### config.mk
export PLATFORM = sky130hd
export DESIGN_NAME = hazard_ctrl_flat
export DESIGN_NICKNAME = d
export VERILOG_FILES = /design/src/rtl/hazard_ctrl_if.sv /design/src/rtl/hazard_ctrl.sv /design/src/flat_wrapper.sv
export SDC_FILE = /design/constraint.sdc
export NUM_CORES = 1
export LEC_CHECK = 0
export ABC_CLOCK_PERIOD_IN_PS = 4500
export CORE_MARGIN = 8
export CORE_UTILIZATION = 51
export DETAILED_ROUTE_END_ITERATION = 7
export PLACE_DENSITY_LB_ADDON = 0.08
export SLEW_MARGIN = 20
export SYNTH_ARGS = -nofsm -noshare
export SYNTH_HDL_FRONTEND = slang
export SYNTH_SLANG_ARGS = --single-unit
### constraint.sdc
create_clock -name clk -period 4.5 [get_ports clk]
set_input_delay 0.9 -clock clk [delete_from_list [all_inputs] [get_ports clk]]
set_output_delay 0.9 -clock clk [all_outputs]
set_load 0.01 [all_outputs]
### src/rtl/hazard_ctrl_if.sv
// Hazard control bundle: ID/EX/MEM hazard inputs in,
// stall/flush/hold controls and perf counter out.
interface hazard_ctrl_if #(
  parameter int CNT_W = 32
);
  logic             idex_memread;
  logic [4:0]       idex_rd;
  logic [4:0]       ifid_rs1;
  logic [4:0]       ifid_rs2;
  logic             ifid_use_rs1;
  logic             ifid_use_rs2;
  logic             branch_taken;
  logic             exmem_memreq;
  logic             dmem_ready;
  logic             pc_write;
  logic             ifid_write;
  logic             ifid_flush;
  logic             idex_flush;
  logic             pipe_hold;
  logic             mem_timeout;
  logic [CNT_W-1:0] stall_count;

  modport master (
    output idex_memread, idex_rd,
    output ifid_rs1, ifid_rs2,
    output ifid_use_rs1, ifid_use_rs2,
    output branch_taken, exmem_memreq,
    output dmem_ready,
    input  pc_write, ifid_write,
    input  ifid_flush, idex_flush,
    input  pipe_hold, mem_timeout,
    input  stall_count
  );

  modport slave (
    input  idex_memread, idex_rd,
    input  ifid_rs1, ifid_rs2,
    input  ifid_use_rs1, ifid_use_rs2,
    input  branch_taken, exmem_memreq,
    input  dmem_ready,
    output pc_write, ifid_write,
    output ifid_flush, idex_flush,
    output pipe_hold, mem_timeout,
    output stall_count
  );
endinterface

### src/rtl/hazard_ctrl.sv
// Pipeline stall/flush control: load-use bubble, dmem
// wait freeze with timeout watchdog, branch redirect flush.
module hazard_ctrl #(
  parameter int MEM_TIMEOUT = 16,
  parameter int CNT_W       = 32
) (
  input logic          clk,
  input logic          rst_n,
  hazard_ctrl_if.slave hz
);

  localparam int WW = $clog2(MEM_TIMEOUT);

  localparam logic [1:0] S_RUN  = 2'd0;
  localparam logic [1:0] S_WAIT = 2'd1;
  localparam logic [1:0] S_ERR  = 2'd2;

  logic [1:0]       state;
  logic [1:0]       state_nx;
  logic [WW-1:0]    wcnt;
  logic [WW-1:0]    wcnt_nx;
  logic [CNT_W-1:0] cnt;

  logic memwait;
  logic lu;
  logic rs1_hit;
  logic rs2_hit;
  logic do_hold;

  logic pc_w;
  logic ifid_w;
  logic ifid_f;
  logic idex_f;
  logic hold;

  assign memwait = hz.exmem_memreq & ~hz.dmem_ready;

  assign rs1_hit = hz.ifid_use_rs1
                 & (hz.idex_rd == hz.ifid_rs1);
  assign rs2_hit = hz.ifid_use_rs2
                 & (hz.idex_rd == hz.ifid_rs2);
  assign lu = hz.idex_memread
            & (hz.idex_rd != 5'd0)
            & (rs1_hit | rs2_hit);

  always_comb begin
    do_hold  = 1'b0;
    state_nx = state;
    wcnt_nx  = wcnt;
    unique case (state)
      S_RUN: begin
        if (memwait) begin
          do_hold  = 1'b1;
          state_nx = S_WAIT;
          wcnt_nx  = WW'(1);
        end
      end
      S_WAIT: begin
        if (hz.dmem_ready) begin
          state_nx = S_RUN;
          wcnt_nx  = '0;
        end else begin
          do_hold = 1'b1;
          wcnt_nx = wcnt + WW'(1);
          if (wcnt == WW'(MEM_TIMEOUT - 1))
            state_nx = S_ERR;
        end
      end
      S_ERR: begin
        do_hold = 1'b1;
      end
      default: begin
        state_nx = S_RUN;
        wcnt_nx  = '0;
      end
    endcase
  end

  // release cycle in MEM_WAIT falls through to branch/lu
  always_comb begin
    pc_w   = 1'b1;
    ifid_w = 1'b1;
    ifid_f = 1'b0;
    idex_f = 1'b0;
    hold   = 1'b0;
    priority case (1'b1)
      !rst_n: begin
        pc_w   = 1'b0;
        ifid_w = 1'b0;
        ifid_f = 1'b1;
        idex_f = 1'b1;
      end
      do_hold: begin
        pc_w   = 1'b0;
        ifid_w = 1'b0;
        hold   = 1'b1;
      end
      hz.branch_taken: begin
        ifid_f = 1'b1;
        idex_f = 1'b1;
      end
      lu: begin
        pc_w   = 1'b0;
        ifid_w = 1'b0;
        idex_f = 1'b1;
      end
      default: begin
        pc_w   = 1'b1;
        ifid_w = 1'b1;
      end
    endcase
  end

  always_ff @(posedge clk or negedge rst_n) begin
    if (!rst_n) begin
      state <= S_RUN;
      wcnt  <= '0;
      cnt   <= '0;
    end else begin
      state <= state_nx;
      wcnt  <= wcnt_nx;
      if (!pc_w && (cnt != '1))
        cnt <= cnt + CNT_W'(1);
    end
  end

  assign hz.pc_write    = pc_w;
  assign hz.ifid_write  = ifid_w;
  assign hz.ifid_flush  = ifid_f;
  assign hz.idex_flush  = idex_f;
  assign hz.pipe_hold   = hold;
  assign hz.mem_timeout = (state == S_ERR);
  assign hz.stall_count = cnt;

endmodule
### src/flat_wrapper.sv
// flat-port wrapper written by rule: the top's interface ports become plain ports
module hazard_ctrl_flat 
#(
  parameter int MEM_TIMEOUT = 16,
  parameter int CNT_W       = 32
)
  (clk, rst_n, hz_idex_memread, hz_idex_rd, hz_ifid_rs1, hz_ifid_rs2, hz_ifid_use_rs1, hz_ifid_use_rs2, hz_branch_taken, hz_exmem_memreq, hz_dmem_ready, hz_pc_write, hz_ifid_write, hz_ifid_flush, hz_idex_flush, hz_pipe_hold, hz_mem_timeout, hz_stall_count);
  hazard_ctrl_if #(.CNT_W(CNT_W)) hz_i ();
  input logic clk;
  input logic rst_n;
  input wire logic [$bits(hz_i.idex_memread)-1:0] hz_idex_memread;
  input wire logic [$bits(hz_i.idex_rd)-1:0] hz_idex_rd;
  input wire logic [$bits(hz_i.ifid_rs1)-1:0] hz_ifid_rs1;
  input wire logic [$bits(hz_i.ifid_rs2)-1:0] hz_ifid_rs2;
  input wire logic [$bits(hz_i.ifid_use_rs1)-1:0] hz_ifid_use_rs1;
  input wire logic [$bits(hz_i.ifid_use_rs2)-1:0] hz_ifid_use_rs2;
  input wire logic [$bits(hz_i.branch_taken)-1:0] hz_branch_taken;
  input wire logic [$bits(hz_i.exmem_memreq)-1:0] hz_exmem_memreq;
  input wire logic [$bits(hz_i.dmem_ready)-1:0] hz_dmem_ready;
  output wire logic [$bits(hz_i.pc_write)-1:0] hz_pc_write;
  output wire logic [$bits(hz_i.ifid_write)-1:0] hz_ifid_write;
  output wire logic [$bits(hz_i.ifid_flush)-1:0] hz_ifid_flush;
  output wire logic [$bits(hz_i.idex_flush)-1:0] hz_idex_flush;
  output wire logic [$bits(hz_i.pipe_hold)-1:0] hz_pipe_hold;
  output wire logic [$bits(hz_i.mem_timeout)-1:0] hz_mem_timeout;
  output wire logic [$bits(hz_i.stall_count)-1:0] hz_stall_count;
  assign hz_i.idex_memread = hz_idex_memread;
  assign hz_i.idex_rd = hz_idex_rd;
  assign hz_i.ifid_rs1 = hz_ifid_rs1;
  assign hz_i.ifid_rs2 = hz_ifid_rs2;
  assign hz_i.ifid_use_rs1 = hz_ifid_use_rs1;
  assign hz_i.ifid_use_rs2 = hz_ifid_use_rs2;
  assign hz_i.branch_taken = hz_branch_taken;
  assign hz_i.exmem_memreq = hz_exmem_memreq;
  assign hz_i.dmem_ready = hz_dmem_ready;
  assign hz_pc_write = hz_i.pc_write;
  assign hz_ifid_write = hz_i.ifid_write;
  assign hz_ifid_flush = hz_i.ifid_flush;
  assign hz_idex_flush = hz_i.idex_flush;
  assign hz_pipe_hold = hz_i.pipe_hold;
  assign hz_mem_timeout = hz_i.mem_timeout;
  assign hz_stall_count = hz_i.stall_count;
  hazard_ctrl #(.MEM_TIMEOUT(MEM_TIMEOUT), .CNT_W(CNT_W)) u_core (.clk(clk), .rst_n(rst_n), .hz(hz_i));
endmodule
==> results of run 1 <==
==> layout make-up <==
type	count	area [um^2]	share of cell area, %
inverter	6	22.5	0.809
multi-input combinational	154	1040	37.3
tap	50	62.6	2.25
sequential	38	951	34.2
timing repair buffer	64	626	22.5
clock buffer	6	82.6	2.97
==> how the worst max path moves through the flow <==
| stage | startpoint | end | slack (ps) | depth (start not counted) |
|---|---|---|---|---|
| after floorplan | hz_idex_rd[1] | hz_pc_write | 1170 | 5 |
| after global placement | hz_idex_rd[1] | hz_ifid_write | 500 | 6 |
| after detailed placement | hz_idex_rd[1] | hz_ifid_write | 480 | 6 |
| after CTS | hz_idex_rd[1] | hz_ifid_write | 480 | 6 |
| after global routing | hz_idex_rd[1] | hz_pc_write | 360 | 6 |
| final | hz_idex_rd[1] | hz_ifid_write | 490 | 6 |
==> state kept, by name, summed over array words and instances, names as in the netlist <==
| register | cells |
|---|---|
| u_core.hz.stall_count | 32 |
| u_core.state | 2 |
| u_core.wcnt | 4 |
==> through the flow <==
stage	utilization, %	area [um^2]	total power [W]
2_1_floorplan	-	2050	0.000362
3_3_place_gp	68.5	2700	0.000395
3_5_place_dp	68.5	2700	0.000395
4_1_cts	70.6	2780	0.000622
5_1_grt	70.6	2780	0.000637
6_report	70.6	2780	0.000617
==> power groups by stage <==
| stage | combinational, W | clock [W] | sequential, W |
|---|---|---|---|
| 2_1_floorplan | 0.0000127 | 0 | 0.000349 |
| 4_1_cts | 0.0000465 | 0.000233 | 0.000342 |
| 6_report | 0.0000455 | 0.000229 | 0.000342 |
| 5_1_grt | 0.0000497 | 0.000245 | 0.000342 |
| 3_3_place_gp | 0.0000457 | 0 | 0.000349 |
| 3_5_place_dp | 0.0000463 | 0 | 0.000349 |
==> layout by cell type (no fill, tap or decap), types with 4 or more instances in the layout <==
cell	count
nand3_1	11
o21ai_0	4
nor3_1	16
inv_1	6
nor4_1	7
nor2_1	6
nand2_1	20
clkbuf_8	6
clkdlybuf4s50_1	59
nand4_1	12
xnor2_1	12
and4_1	4
buf_4	4
dfrtp_1	38
xor2_1	31
==> routing by layer <==
metal  routed length (um)  part of all wire [%]  vias up  global-route usage [%]
met2                 2450                    50       39                    27.4
met1                 2130                    44      844                    19.0
li1                     -                     -      861                       -
met5                    0                     0        -                       0
met4                   46                  0.95        0                    5.00
met3                  236                   4.9        5                    3.94
==> worst register-to-register path, stage by stage (launching register included) <==
cell	delay (ps)
dfrtp_1	440
ha_1	190
nand3_1	140
or3_1	490
or4_4	480
o22ai_2	400
buf_4	300
nor4_1	100
xor2_1	150
==> logic make-up after synthesis <==
kind of cell    share of synthesized area [%]
xor+xnor                                 18.4
flops                                    46.4
buf+inv                                  2.93
mux                                      1.04
fa+ha+maj                                1.22
compound gates                           4.15
simple gates                             25.9
==> results.tsv, run 1 <==
stage	metric	value	unit
detailed_routing	detailed-route via count	1749	
outcome	status	finished clean	
die	Vert. Die Dim	79.4	um
power	Lkg Pwr	1.21	nW
cts	Num CTS Buffers	5	
detailed_routing	WL final	4850	um
min_path	Hold EP	u_core.hz.stall_count[27]	
sta	RSZ-0062 raised after global routing	false	
setup_path	Worst path most repeated cell	clkdlybuf4s50_1	
setup_path	reg2reg path depth	8	
synth	Seq/Total Area, Yosys	46.4	%
sta	Worst Slack Setup Final	486	ps
power	sequential share of power	55.5	%
sta	period utilization	89.2	%
synth	Yosys cell types	33	
synth	Synth Instances	205	
sta	Fin Clk Skew	5.34	ps
die	Initial Util	52.0	%
place	input/output buffers	60	
detailed_routing	DRT antenna net count	0	
die	Horiz. Die Dim	79.4	um
grt	Global Route Usage Sum	15.9	%
synth	Avg Cell Area, Syn	10.0	um^2
grt	vias in the first global route	1738	
setup_path	reg2reg end	u_core.hz.stall_count[7]	
synth	synthesized area	0.00205	mm^2
die	row count	23	
cts	CTS max path bufs	2	
finish	number of fill cells	324	
synth	post-synth top area share	46.4	%
setup_path	Worst path slowest cell	clkdlybuf4s50_1	
detailed_routing	initial DRC count	117	
setup_path	Req. time, crit path	3600	ps
sta	setup violators final	0	
cts	Clock Latency Late Sink	280	ps
setup_path	CP Class	input pin to output port	
setup_path	CP top delay family	buffers and inverters	
sta	Final min period	4010	ps
setup_path	crit path max fanout	3	
synth	Post-synth EDFFs	0	
power	switching power	0.000130	W
synth	largest cells by area after synthesis	dfrtp_1 46%, xor2_1 13%, xnor2_1 5.1%, nor3_1 3.9%, nand2_1 3.7%	
place	Placer Congestion	0.778	
grt	largest net degree at the start of global routing	42	
grt	first-pass GRT wire length	8140	um
synth	Commonest cells post-synth	38 x dfrtp_1, 31 x xor2_1, 20 x nand2_1	
setup_path	Max stage delay on crit path	600	ps
setup_path	reg2reg setup slack	1680	ps
grt	initial antenna violation count	0	
cts	hold_buf cts	0	
cts	clk slew on worst S/H paths	70	ps
sta	hold slack	490	ps
detailed_routing	Pre-antenna DRT Iters	4	
synth	Yosys reg bits	38	
finish	Area growth syn-to-layout	35.8	%
min_path	Worst Hold Class	register to register	
setup_path	Setup crit start kind	input pin	
synth	syn_nets	230	
setup_path	worst flop-to-flop path startpoint	u_core.hz.stall_count[0]	
power	VDD IR max	0.000152	V
synth	top cell type by total area after synthesis	dfrtp_1	
min_path	hold path cells	1	
die	Core ar.	0.00394	mm^2
detailed_routing	WL/cell	15.3	um
cts	CTS tree	yes	
min_path	Hold Startpoint	u_core.hz.stall_count[27]	
place	pre-CTS WS	481	ps
detailed_routing	DRC viols	0	
setup_path	CP endpoint kind	output port	
power	Comb pwr share	7.4	%
setup_path	WP buf/inv	2	
sta	worst slew pin tran	542	ps
flow_run	max_cap viols	0	
die	# IOs	61	
setup_path	Critical Path, Cell by Cell	clkdlybuf4s50_1, or4_1, o21ai_0, nor2_1, a21oi_1, clkdlybuf4s50_1	
cts	H-tree Lvls	2	
synth	dominant cell by count in the synthesized netlist	dfrtp_1	
synth	Synth Warn #	0	
sta	setup tns final	0	ps
power	Switching Fraction	21.0	%
finish	n_diodes	0	
power	power per cell area	222	mW/mm^2
finish	Layout Cells excl Fill	318	
power	clock network power share	37.1	%
power	P_int	0.000487	W
place	Placed Cells	312	
sta	final hold viol count	0	
sta	Final Max Tran Viols	0	
detailed_routing	Via-to-Cell Ratio	5.50	
cts	Sink Count	38	
cts	Post-CTS Resized	0	
finish	Nets	294	
setup_path	crit path DAT	3110	ps
cts	setup bufs post-CTS	0	
sta	Peak Freq	249	MHz
place	HPWL Detailed	3700	um
cts	CTS root buffer	clkbuf_8	
grt	grt total ovfl	0	
finish	share of post-route cells with drive strength above 1	5.60	%
sta	relative max-transition margin	63.5	%
synth	Synth Flop Type	dfrtp_1	
die	die area	0.00631	mm^2
synth	share of flip-flops with an asynchronous set or reset	100	%
(Power assumes the default switching activity.)
==> inputs of run 2 (changes only) <==
--- a/config.mk
+++ b/config.mk
@@ -5,9 +5,10 @@
 export SDC_FILE = /design/constraint.sdc
 export NUM_CORES = 1
 export LEC_CHECK = 0
+export ABC_AREA = 1
 export ABC_CLOCK_PERIOD_IN_PS = 4500
 export CORE_MARGIN = 8
-export CORE_UTILIZATION = 51
+export CORE_UTILIZATION = 55
 export DETAILED_ROUTE_END_ITERATION = 7
 export PLACE_DENSITY_LB_ADDON = 0.08
 export SLEW_MARGIN = 20
==> results.tsv, run 2 <==
stage	metric	value	unit
setup_path	reg2reg path depth	9	
cts	Clock Latency Late Sink	290	ps
sta	relative max-transition margin	66.1	%
flow_run	max_cap viols	0	
synth	Yosys reg bits	38	
detailed_routing	DRT antenna net count	0	
detailed_routing	detailed-route via count	2881	
cts	Num CTS Buffers	5	
grt	Top Usage Layer GRT	met2	
die	row count	26	
setup_path	Req. time, crit path	3600	ps
sta	setup violators final	0	
cts	H-tree Lvls	2	
grt	largest net degree at the start of global routing	42	
grt	GR Util met3	3.87	%
power	clock network power share	31.3	%
cts	Sink Count	38	
grt	GRT met2 Usage	32.8	%
grt	initial antenna violation count	0	
detailed_routing	WL final	7240	um
grt	Global Route Usage Sum	19.8	%
sta	final hold viol count	0	
power	switching power	0.000365	W
sta	setup tns final	0	ps
setup_path	Setup crit start kind	input pin	
min_path	Hold Startpoint	u_core.wcnt[1]	
detailed_routing	initial DRC count	176	
setup_path	crit path DAT	2880	ps
power	VDD IR max	0.000257	V
cts	CTS tree	yes	
detailed_routing	Via-to-Cell Ratio	5.16	
synth	synthesized area	0.00277	mm^2
die	Initial Util	55.6	%
finish	Area growth syn-to-layout	27.7	%
finish	number of fill cells	430	
sta	Peak Freq	264	MHz
place	Placer Congestion	0.938	
detailed_routing	Pre-antenna DRT Iters	7	
finish	most common cell after layout, fill and taps aside	nand2_1	
cts	Post-CTS Resized	0	
synth	syn_nets	453	
cts	CTS max path bufs	2	
outcome	status	finished clean	
setup_path	CP Class	input pin to output port	
finish	Largest register FFs	32	
min_path	Worst Hold Class	register to register	
die	die area	0.00756	mm^2
setup_path	worst flop-to-flop path startpoint	u_core.hz.stall_count[0]	
sta	Final Max Tran Viols	0	
synth	Synth Instances	428	
sta	Worst Slack Setup Final	718	ps
grt	grt total ovfl	0	
power	Lkg Pwr	1.73	nW
min_path	Hold EP	u_core.wcnt[1]	
grt	first-pass GRT wire length	12200	um
setup_path	CP startpoint	hz_dmem_ready	
synth	Synth Warn #	0	
setup_path	crit path max fanout	4	
sta	period utilization	84.1	%
sta	worst slew pin tran	505	ps
power	P_int	0.000773	W
synth	Yosys cell types	26	
die	Vert. Die Dim	86.9	um
detailed_routing	WL/cell	13.0	um
place	input/output buffers	60	
grt	met1 Track Usage GR	25.4	%
grt	vias in the first global route	2652	
power	sequential share of power	38.6	%
place	pre-CTS WS	767	ps
cts	clk slew on worst S/H paths	70	ps
setup_path	reg2reg setup slack	2160	ps
cts	setup bufs post-CTS	0	
synth	share of flip-flops with an asynchronous set or reset	100	%
synth	post-synth top area share	34.4	%
synth	largest cells by area after synthesis	dfrtp_1 34%, nand2_1 22%, nand3_1 8.3%, inv_1 7.2%, nor2_1 6.1%	
place	HPWL Detailed	5620	um
synth	top cell type by total area after synthesis	dfrtp_1	
synth	Seq/Total Area, Yosys	34.4	%
finish	most frequent cells in the layout	163 x nand2_1, 59 x clkdlybuf4s50_1, 53 x inv_1	
power	Switching Fraction	32.1	%
detailed_routing	DRC viols	0	
die	Core ar.	0.00498	mm^2
finish	Nets	512	
sta	Fin Clk Skew	4.24	ps
sta	Final min period	3780	ps
cts	hold_buf cts	0	
die	# IOs	61	
setup_path	reg2reg end	u_core.hz.stall_count[4]	
min_path	hold path cells	2	
synth	Post-synth EDFFs	0	
synth	Avg Cell Area, Syn	6.46	um^2
cts	CTS root buffer	clkbuf_8	
sta	RSZ-0062 raised after global routing	false	
synth	Synth Flop Type	dfrtp_1	
power	Comb pwr share	30.1	%
synth	dominant cell by count in the synthesized netlist	nand2_1	
die	Horiz. Die Dim	86.9	um
setup_path	CP endpoint kind	output port	
synth	Commonest cells post-synth	163 x nand2_1, 53 x inv_1, 46 x nand3_1	
finish	n_diodes	0	
power	power per cell area	322	mW/mm^2
finish	share of post-route cells with drive strength above 1	6.15	%
run 2: worst max-delay path by stage:
| stage | to | slack, ps | cells after the start |
|---|---|---|---|
| 6_report | hz_idex_flush | 720 | 7 |
| 4_1_cts | hz_idex_flush | 750 | 7 |
| 3_5_place_dp | hz_idex_flush | 770 | 7 |
| 3_3_place_gp | hz_idex_flush | 770 | 7 |
| 2_1_floorplan | hz_pc_write | 1700 | 10 |
| 5_1_grt | hz_idex_flush | 670 | 7 |
run 2: cell type report:
cell class | count | area, um^2 | area share [%]
clock buffer | 6 | 82.6 | 2.34
clock inverter | 2 | 60.1 | 1.70
inverter | 56 | 210 | 5.95
multi-input combinational | 324 | 1530 | 43.3
sequential | 38 | 951 | 26.9
tap | 70 | 87.6 | 2.48
timing repair buffer | 62 | 611 | 17.3
run 2: kinds of logic (layout without fill, tap and decap cells):
logic type,count (synthesis),after routing,share of synthesized area (%)
simple gates,296,296,47.5
buf+inv,66,126,10.3
flops,38,38,34.4
xor+xnor,15,15,4.75
compound gates,11,11,2.13
fa+ha+maj,2,2,0.904
run 2: critical path: stages:
cell,delay [ps]
clkdlybuf4s50_1,480
nor2_1,80
o21ai_1,280
inv_1,90
o21ai_0,330
a31o_2,170
clkdlybuf4s50_1,550
run 2: per-stage QoR:
stage / cells / area, um^2 / power [W] / hold slack (ps) / utilization, %
2_1_floorplan: 428 / 2770 / 0.000653 / 468 / -
3_3_place_gp: 550 / 3390 / 0.000780 / 491 / 68.1
3_5_place_dp: 550 / 3390 / 0.000791 / 502 / 68.1
4_1_cts: 558 / 3530 / 0.00115 / 518 / 71.0
5_1_grt: 558 / 3530 / 0.00121 / 534 / 71.0
6_report: 558 / 3530 / 0.00114 / 512 / 71.0
run 2: power by group through the flow:
stage | Clock, W | Combinational (W) | Sequential [W]
2_1_floorplan | 0 | 0.000209 | 0.000445
3_3_place_gp | 0 | 0.000339 | 0.000441
3_5_place_dp | 0 | 0.000346 | 0.000445
4_1_cts | 0.000364 | 0.000347 | 0.000438
5_1_grt | 0.000375 | 0.000386 | 0.000446
6_report | 0.000356 | 0.000343 | 0.000439
run 2: per-layer routing:
metal	part of all wire, %	wire length (um)	up-vias
met3	4.9	358	11
met4	1.2	87	0
met2	48	3460	81
li1	-	-	1450
met1	46	3340	1339
met5	0	0	-
